--- config.mk ---
export PLATFORM = sky130hd
export DESIGN_NAME = serial_deserializer
export DESIGN_NICKNAME = d
export VERILOG_FILES = /design/src/rtl/serial_deserializer.sv
export SDC_FILE = /design/constraint.sdc
export NUM_CORES = 1
export LEC_CHECK = 0
export CAP_MARGIN = 10
export CORE_MARGIN = 2
export CORE_UTILIZATION = 49
export CTS_CLUSTER_DIAMETER = 80
export DETAILED_ROUTE_END_ITERATION = 8
export GPL_ROUTABILITY_DRIVEN = 0
export GPL_TIMING_DRIVEN = 0
export PLACE_DENSITY = 0.8
export SLEW_MARGIN = 20
export SYNTH_ARGS = -nofsm -noshare
export SYNTH_HDL_FRONTEND = slang
export SYNTH_SLANG_ARGS = --single-unit
--- constraint.sdc ---
create_clock -name clk -period 4 [get_ports clk]
set_clock_uncertainty 0.1 [all_clocks]
set_input_delay 0.8 -clock clk [delete_from_list [all_inputs] [get_ports clk]]
set_output_delay 0.8 -clock clk [all_outputs]
set_load 0.01 [all_outputs]
--- src/rtl/serial_deserializer.sv ---
// Serial-in/parallel-out receiver. Collects WIDTH accepted bits into a word in
// MSB-first or LSB-first order, holds the completed word for a valid/read
// handshake and reports dropped words (overrun) and early frame syncs (frame_err).
module serial_deserializer #(
  parameter int WIDTH = 4
) (
  input  logic             clk,
  input  logic             reset,
  input  logic             en,
  input  logic             sin,
  input  logic             sin_valid,
  input  logic             start,
  input  logic             msb_first,
  input  logic             data_rd,
  output logic [WIDTH-1:0] data_out,
  output logic             data_valid,
  output logic             busy,
  output logic             overrun,
  output logic             frame_err
);

  localparam int CW = (WIDTH > 2) ? $clog2(WIDTH) : 1;
  localparam logic [CW-1:0] LAST_POS = CW'(WIDTH - 1);

  logic [WIDTH-1:0] sr_reg;
  logic [CW-1:0]    count_reg;
  logic             order_reg;
  logic [WIDTH-1:0] data_out_reg;
  logic             data_valid_reg;
  logic             overrun_reg;
  logic             frame_err_reg;

  logic             accept;
  logic             first_bit;
  logic             order_next;
  logic [WIDTH-1:0] base;
  logic [WIDTH-1:0] sr_next;
  logic [CW-1:0]    pos;
  logic [CW-1:0]    count_next;
  logic             last_bit;
  logic             frame_err_next;

  // Decode the bit being accepted this cycle: its word position, order and the assembled word.
  always_comb begin
    accept         = en & sin_valid;
    // A start (or an idle counter) makes this bit the first of a new word.
    first_bit      = accept & (start | (count_reg == '0));
    order_next     = first_bit ? msb_first : order_reg;
    // Shift into a cleared register on bit 0 so a discarded partial word never leaks in.
    base           = first_bit ? '0 : sr_reg;
    sr_next        = order_next ? {base[WIDTH-2:0], sin} : {sin, base[WIDTH-1:1]};
    pos            = start ? '0 : count_reg;
    last_bit       = accept & (pos == LAST_POS);
    count_next     = last_bit ? '0 : pos + 1'b1;
    frame_err_next = accept & start & (count_reg != '0);
  end

  // Capture state, word hand-off, read handshake and error flags.
  always_ff @(posedge clk) begin
    if (!reset) begin
      sr_reg         <= '0;
      count_reg      <= '0;
      order_reg      <= 1'b0;
      data_out_reg   <= '0;
      data_valid_reg <= 1'b0;
      overrun_reg    <= 1'b0;
      frame_err_reg  <= 1'b0;
    end else begin
      frame_err_reg <= frame_err_next;
      if (accept) begin
        sr_reg    <= sr_next;
        order_reg <= order_next;
        count_reg <= count_next;
      end
      if (last_bit) begin
        // A read on the completion edge frees the holding register for the new word.
        if (!data_valid_reg || data_rd) begin
          data_out_reg   <= sr_next;
          data_valid_reg <= 1'b1;
        end else begin
          overrun_reg <= 1'b1;
        end
      end else if (data_rd && data_valid_reg) begin
        data_valid_reg <= 1'b0;
      end
    end
  end

  assign data_out   = data_out_reg;
  assign data_valid = data_valid_reg;
  assign busy       = (count_reg != '0);
  assign overrun    = overrun_reg;
  assign frame_err  = frame_err_reg;

endmodule

* Word level (Yosys, flattened, before mapping)
Cells that the tools add are included.
** Storage, ports and cells
- Register bits after elaboration :: 14
- Latch bits :: 0
- Bits in writable memories :: 0
- Bits in read-only memories :: 0
- Output and inout port bits :: 8
- Memories :: 0
** Cells by class
- $add $sub $neg :: 1
- Multiply operators :: 0
- Div/mod/pow operators :: 0
- Magnitude comparators :: 0
- Eq/ne operators :: 2
- Shifts and indexed selects :: 0
- Multiplexer cells :: 8
- Bitwise operators :: 7
- Reductions and logical operators :: 9
** Operators with widths (count)
- $mux 4 :: 2
- $reduce_and 2->1 :: 3
- $and 1x1->1 :: 5
- $mux 1 :: 4
- $mux 2 :: 2
- $reduce_bool 2->1 :: 2
- $add 2x1->2 const B :: 1
- $eq 2x2->1 const B :: 1
- $logic_not 2->1 :: 1
- $ne 2x1->1 const B :: 1
- $logic_and 1x1->1 :: 1
- $logic_not 1->1 :: 1
- $logic_or 1x1->1 :: 1
- $not 1->1 :: 1
- $or 1x1->1 :: 1

* Depth between registers and ports, before layout
Gate-level depths: netlist of the first run.
- Depth in word-level cells :: 5
- Mapped depth :: 6
- Gate-level depth less buffers :: 5

* Worst setup path after synthesis of the first run
Ideal clock, no wire load.
- Path kind :: in2reg
- Start :: in start
- End :: reg data_out_reg[1] (netlist: data_out[1])
- Setup time :: 116 ps
- Arrival time :: 1624 ps
- Slack :: 2160 ps
- Stages on the path :: 6
- Path buffers :: 1
- Cells stage by stage :: and2b_1 > ha_1 > and3_1 > buf_6 > mux2i_1 > nor2b_1
** Between the ends
- Cells in the longest elaborated chain, start to end :: 4
- Elaborated cells between the ends (all ways) :: 9
** RTL lines
- start: declaration :: RTL line 12 : input logic start,
- $mux 2 / $or 1x1->1 (equally long branches) :: RTL line 52, 47
- $eq 2x2->1 / $and 1x1->1 (equally long branches) :: RTL line 53, 47
- $and 1x1->1, or another cell as far along :: RTL line 53 : last_bit = accept & (pos == LAST_POS);
- $reduce_and 2->1 (no line) / $mux 4 (equally long branches)
- end signal: assignment :: RTL line 78 : data_out_reg <= sr_next;
- end: declaration :: RTL line 28 : logic [WIDTH-1:0] data_out_reg;
Several ways; a longest one is shown, not always the timed one.
A chain may end at the register's enable or synchronous reset.

* Worst setup path in the final report of the first run
- Start :: reg count_reg[1]
- End :: out busy
** Between the ends
- Cells in the longest elaborated chain, start to end :: 1
** RTL lines
- start: declaration :: RTL line 26 : logic [CW-1:0] count_reg;
- start signal: assignment :: RTL line 73 : count_reg <= count_next;
- $reduce_bool 2->1 :: RTL line 91 : assign busy = (count_reg != '0);
- end: declaration :: RTL line 17 : output logic busy,
No other way between the ends.

==> flow_summary.json, run 1 <==
{
  "worstSetupStartpointType": "flop",
  "cts_max_level": 1,
  "final_hold_viol_count": 0,
  "synth.largest_area_cell": "sky130_fd_sc_hd__dfxtp_1",
  "critPathCaptureType": "primary output",
  "crit-reg2reg-capture": "data_out[2]",
  "top_level_ports": 16,
  "rsz0062_at_grt": "no",
  "detail_route.vias_per_cell": 5.248,
  "cts_post_setup_buffers_inserted": 0,
  "clkTransAtPathRegs_ns": 0.08,
  "synth.top_cells.by_area": "sky130_fd_sc_hd__dfxtp_1, sky130_fd_sc_hd__a21oi_1, sky130_fd_sc_hd__mux2i_1",
  "cell_with_the_most_instances_after_synthesis": "sky130_fd_sc_hd__dfxtp_1",
  "drt-initial-drc-count": 5,
  "cell_chain_of_the_critical_path": "or2_2 > clkdlybuf4s50_1",
  "numCtsBuffers": 3,
  "synthesis.area_sq_um": 644.4,
  "async_flop_share": 0,
  "slew_headroom": 0.7218,
  "synthAdderAreaFrac": 0.01942,
  "cts.sink_count": 14,
  "die-height_um": 40.27,
  "die_area_sq_um": 1621,
  "critical_path.max_stage_delay_ns": 0.48,
  "yosys.area_share.xor_xnor": 0,
  "slew_viol_final": 0,
  "synth.yosys.seq_area_share": 0.4350,
  "hold_path_depth": 1,
  "fmax_mhz": 432.8,
  "fp-row-count": 13,
  "rr_startpoint": "count_reg[0]",
  "placed_cells_incl_taps": 101,
  "cts.path.max_buffers": 2,
  "worst_hold_startpoint": "overrun",
  "setup_tns_after_final_layout_ns": 0,
  "yosysUniqueCellTypes": 30,
  "track_usage": 0.2009,
  "setup_viol": 0,
  "ctsResizeCount": 0,
  "yosys.area_share.simple": 0.2058,
  "filler_cell_count": 120,
  "synth_warnings": 0,
  "synth-edff-count": 0,
  "syn_inst": 71,
  "cp_top_family": "buffers and inverters",
  "grt_overflow": 0,
  "instances_no_fill": 105,
  "largest_net_degree_at_the_start_of_global_routing": 11,
  "grt_antenna_before_repair": 0,
  "worstPathBufferInverterCount": 1,
  "wirelength_um": 1270,
  "whs_endpoint": "overrun",
  "p_per_area_nw_per_um2": 326.2,
  "port-buffer-count": 15,
  "maxCapViolCount": 0,
  "avgSynthCellArea_sq_um": 9.076,
  "clk_latency_ns": 0.28,
  "grt_pass1_vias": 497,
  "detailed_place_hpwl_um": 897.8,
  "cp.required_ns": 3.10,
  "holdBufCountCts": 0,
  "synth_seq_cells": 14,
  "layout-area-overhead-vs-synth_pct": 31.84,
  "tritoncts": "built",
  "run_status": "completed",
  "netlist.area_leader.share": 0.4350,
  "synthesis.nets": 80,
  "complex_gate_fraction_of_the_synthesized_area": 0.2350,
  "antenna_cells_inserted": 0,
  "path_max_fanout": 5,
  "final_min_period_over_clock_period": 0.5776,
  "antenna_violating_nets_post_route": 0,
  "static-leakage-power_nw": 0.3403,
  "min_delay_path_class": "flop to flop",
  "register_to_register_path_setup_slack_ns": 2.54,
  "final_layout_size_suffix_gt1_frac": 0.1222,
  "max-vdd-ir-drop_v": 0.0002193,
  "route.vias.total": 551,
  "grt_first_pass_wirelength_um": 2139,
  "finalNetCount": 100,
  "ctsRootBufferMaster": "sky130_fd_sc_hd__clkbuf_4",
  "initial_utilization": 0.5079,
  "worst-setup-path-type": "flop to primary output",
  "dieWidth_um": 40.27,
  "timing.final.crit_period_ns": 2.310,
  "cp_data_arrival_time_ns": 1.41,
  "tightest_slew_ns": 0.4164,
  "detail_route.wl_per_cell_um": 12.10,
  "design.core.area_sq_um": 1269,
  "residual_drc_count": 0,
  "rr_worst_depth": 6,
  "yosys-mux-area-fraction": 0.06214,
  "yosys-top-cells-count": "sky130_fd_sc_hd__dfxtp_1, sky130_fd_sc_hd__nand2_1, sky130_fd_sc_hd__a21oi_1",
  "drt-pass1-iter-count": 3,
  "synth_top_family_by_area": "compound AO/OA/AOI/OAI gates",
  "dominantRegCellSynth": "sky130_fd_sc_hd__dfxtp_1",
  "cp_slowest_cell": "sky130_fd_sc_hd__clkdlybuf4s50_1"
}
[layer usage]
layer / vias to the layer above / wire [um] / track usage
met1: 247 / 607 / 0.2551
met2: 14 / 569 / 0.3145
met5: - / 0 / 0
li1: 288 / - / -
met3: 2 / 81 / 0.05000
met4: 0 / 11 / 0.1000
[stage by stage]
stage / hold WS [ns] / util / cell area, sq um / worst slack, ns / power [mW]
after CTS: 0.3831 / 0.6696 / 849.6 / 1.678 / 0.2806
final: 0.3771 / 0.6696 / 849.6 / 1.690 / 0.2772
after floorplan: 0.3561 / - / 644.4 / 2.160 / 0.1653
after detailed placement: 0.3575 / 0.6410 / 813.3 / 1.557 / 0.1790
after global routing: 0.4009 / 0.6696 / 849.6 / 1.646 / 0.2905
after global placement: 0.3513 / 0.6410 / 813.3 / 1.574 / 0.1784
[power breakdown]
part	internal, mW	total (mW)	switching, mW
Sequential	0.143	0.146	0.00296
Clock	0.0554	0.101	0.0459
Combinational	0.0171	0.0303	0.0132
[area by class of cell]
cell class	count	area, sq um	share of cell area
buffer	4	27.53	0.03240
timing repair buffer	15	150.1	0.1767
sequential	14	280.3	0.3299
tap	15	18.77	0.02209
clock buffer	4	36.28	0.04271
multi-input combinational	53	336.6	0.3962
[cells by family after synthesis]
family,count (synthesis)
AOI/OAI and AO/OA,24
adders and majority gates,1
buffers and inverters,4
DFF,14
muxes,4
and+or+nand+nor,24
[how the worst max path moves through the flow]
| stage | to | cells past startpoint | startpoint | slack, ns |
|---|---|---|---|---|
| after CTS | busy | 2 | count_reg[1] | 1.68 |
| after global placement | data_out[3] | 7 | start | 1.57 |
| after floorplan | data_out[1] | 6 | start | 2.16 |
| after global routing | busy | 2 | count_reg[1] | 1.65 |
| after detailed placement | data_out[2] | 7 | start | 1.56 |
| final | busy | 2 | count_reg[1] | 1.69 |
[cells in the final DEF (no fill, tap or decap), types with 2 or more instances in the layout]
cell type,Yosys,final
sky130_fd_sc_hd__dfxtp_1,14,14
sky130_fd_sc_hd__nand2b_1,2,2
sky130_fd_sc_hd__o21ai_0,5,5
sky130_fd_sc_hd__mux2i_1,4,4
sky130_fd_sc_hd__clkdlybuf4s50_1,0,15
sky130_fd_sc_hd__clkbuf_4,0,3
sky130_fd_sc_hd__a21boi_0,4,4
sky130_fd_sc_hd__nor2b_1,2,2
sky130_fd_sc_hd__nand2_1,9,9
sky130_fd_sc_hd__a31oi_1,2,2
sky130_fd_sc_hd__a21oi_1,8,8
Note: power is estimated with default switching activity, not from simulation.
==> inputs of run 2 (changes only) <==
--- a/config.mk
+++ b/config.mk
@@ -7,12 +7,12 @@
 export LEC_CHECK = 0
 export CAP_MARGIN = 10
 export CORE_MARGIN = 2
-export CORE_UTILIZATION = 49
+export CORE_UTILIZATION = 46
 export CTS_CLUSTER_DIAMETER = 80
 export DETAILED_ROUTE_END_ITERATION = 8
 export GPL_ROUTABILITY_DRIVEN = 0
 export GPL_TIMING_DRIVEN = 0
-export PLACE_DENSITY = 0.8
+export PLACE_DENSITY = 0.75
 export SLEW_MARGIN = 20
 export SYNTH_ARGS = -nofsm -noshare
 export SYNTH_HDL_FRONTEND = slang
==> constraint.sdc (replaced) <==
create_clock -name clk -period 2.4 [get_ports clk]
set_clock_uncertainty 0.1 [all_clocks]
set_input_delay 0.48 -clock clk [delete_from_list [all_inputs] [get_ports clk]]
set_output_delay 0.48 -clock clk [all_outputs]
set_load 0.01 [all_outputs]
==> run 2 against run 1 <==
  * Via count grew 1.1%
  * Combinational power increased by 65%
  * Critical path depth did not move
  * Global-route usage is 2.6 points lower
  * Worst setup slack got worse by 1.3 ns
  * Final cell count unchanged
  * Clock power grew 68%
  * First-iteration DRC count grew 60%
  * Total power up 67%
  * Sequential share of layout area unchanged
  * Register-to-register slack got worse by 1.7 ns
  * Sequential power grew 66%
==> flow_summary.json, run 2 (synthesis gave the netlist of run 1 again) <==
{
  "slew_headroom": 0.7197,
  "drt-initial-drc-count": 8,
  "instances_no_fill": 105,
  "drt-pass1-iter-count": 4,
  "cp_data_arrival_time_ns": 1.42,
  "grt_first_pass_wirelength_um": 2290,
  "cp.required_ns": 1.82,
  "numCtsBuffers": 3,
  "grt_antenna_before_repair": 0,
  "ctsRootBufferMaster": "sky130_fd_sc_hd__clkbuf_4",
  "holdBufCountCts": 0,
  "worst-setup-path-type": "flop to primary output",
  "rsz0062_at_grt": "no",
  "cts_max_level": 1,
  "die-height_um": 41.43,
  "rr_startpoint": "count_reg[0]",
  "p_per_area_nw_per_um2": 545.5,
  "detailed_place_hpwl_um": 998.1,
  "cts_post_setup_buffers_inserted": 0,
  "residual_drc_count": 0,
  "clkTransAtPathRegs_ns": 0.09,
  "ctsResizeCount": 0,
  "tritoncts": "built",
  "worstSetupStartpointType": "flop",
  "dieWidth_um": 41.43,
  "antenna_cells_inserted": 0,
  "fp-row-count": 13,
  "detail_route.wl_per_cell_um": 12.57,
  "run_status": "completed",
  "slew_viol_final": 0,
  "rr_worst_depth": 6,
  "tightest_slew_ns": 0.4195,
  "placed_cells_incl_taps": 101,
  "wirelength_um": 1320,
  "design.core.area_sq_um": 1301,
  "largest_net_degree_at_the_start_of_global_routing": 11,
  "static-leakage-power_nw": 0.3403,
  "m1WireLength_um": 626,
  "clk_latency_ns": 0.29,
  "setup_viol": 0,
  "timing.critical_path.from": "count_reg[1]",
  "mostFrequentLayoutCell": "sky130_fd_sc_hd__clkdlybuf4s50_1",
  "register_to_register_path_setup_slack_ns": 0.89,
  "top_level_ports": 16,
  "port-buffer-count": 15,
  "antenna_violating_nets_post_route": 0,
  "maxCapViolCount": 0,
  "initial_utilization": 0.4952,
  "highest_layer": "met4",
  "path_max_fanout": 5,
  "min_delay_path_class": "flop to flop",
  "most_used_cells_in_the_layout_excluding_fill_and_tap_cells": "sky130_fd_sc_hd__clkdlybuf4s50_1, sky130_fd_sc_hd__dfxtp_1, sky130_fd_sc_hd__nand2_1, sky130_fd_sc_hd__a21oi_1, sky130_fd_sc_hd__o21ai_0",
  "critPathCaptureType": "primary output",
  "crit-reg2reg-capture": "data_out[1]",
  "cts.path.max_buffers": 2,
  "filler_cell_count": 120,
  "cell_chain_of_the_critical_path": "or2_2 > clkdlybuf4s50_1",
  "crit_path_end": "busy",
  "multi_input_comb_area_sq_um": 336.6,
  "track_usage": 0.1747,
  "cts.sink_count": 14,
  "final_min_period_over_clock_period": 0.8322,
  "final_hold_viol_count": 0,
  "detail_route.vias_per_cell": 5.305,
  "critical_path.max_stage_delay_ns": 0.48,
  "finalNetCount": 100,
  "final-seq-area_sq_um": 280.3,
  "max-vdd-ir-drop_v": 0.0003858,
  "route.vias.total": 557,
  "design_power_total_mw": 0.4635,
  "fmax_mhz": 500.7,
  "timing.final.crit_period_ns": 1.997,
  "met3WireLength_um": 67,
  "grt_pass1_vias": 538,
  "final_layout_size_suffix_gt1_frac": 0.1222,
  "grt_overflow": 0,
  "utilization": 0.6529,
  "cp_slowest_cell": "sky130_fd_sc_hd__clkdlybuf4s50_1",
  "setup_tns_after_final_layout_ns": 0,
  "layout-area-overhead-vs-synth_pct": 31.84,
  "die_area_sq_um": 1716,
  "met2_length_um": 603
}
[run 2: area by class of cell]
cell class / instances / area share
Buffer: 4 / 0.03240
Clock buffer: 4 / 0.04271
Multi-Input combinational cell: 53 / 0.3962
Sequential cell: 14 / 0.3299
Tap cell: 15 / 0.02209
Timing Repair Buffer: 15 / 0.1767
[run 2: report_power, final]
group	internal, mW	switching, mW	total [mW]	leakage, nW
Sequential	0.238	0.00553	0.243	0.114
Combinational	0.0285	0.0215	0.0500	0.206
Clock	0.0924	0.0779	0.170	0.0210
[run 2: critical path, delay by kind of cell, from the launching register on]
kind	cells	cell delay, ns
buf+inv	1	0.48
flops	1	0.35
simple gates	1	0.31
[run 2: worst min-delay path by stage]
stage	start	to	slack (ns)	depth (start not counted)
after global placement	overrun	overrun	0.35	1
after floorplan	sr_reg[2]	sr_reg[2]	0.36	2
after CTS	sr_reg[2]	sr_reg[2]	0.39	2
after global routing	sr_reg[2]	sr_reg[2]	0.42	2
after detailed placement	sr_reg[2]	sr_reg[2]	0.38	2
final	overrun	overrun	0.39	1
[run 2: metal layers]
layer / vias up / global-route usage
li1: 287 / -
met1: 251 / 0.2143
met2: 15 / 0.2813
met3: 4 / 0.03913
met4: 0 / 0.09677
met5: - / 0
[run 2: stage by stage]
stage          setup WS [ns]  area, sq um  hold WS (ns)
2_1_floorplan         0.8797        644.4        0.3561
3_3_place_gp          0.2849        813.3        0.3524
3_5_place_dp          0.2515        813.3        0.3787
4_1_cts               0.3914        849.6        0.3926
5_1_grt               0.3575        849.6        0.4195
6_report              0.4026        849.6        0.3928
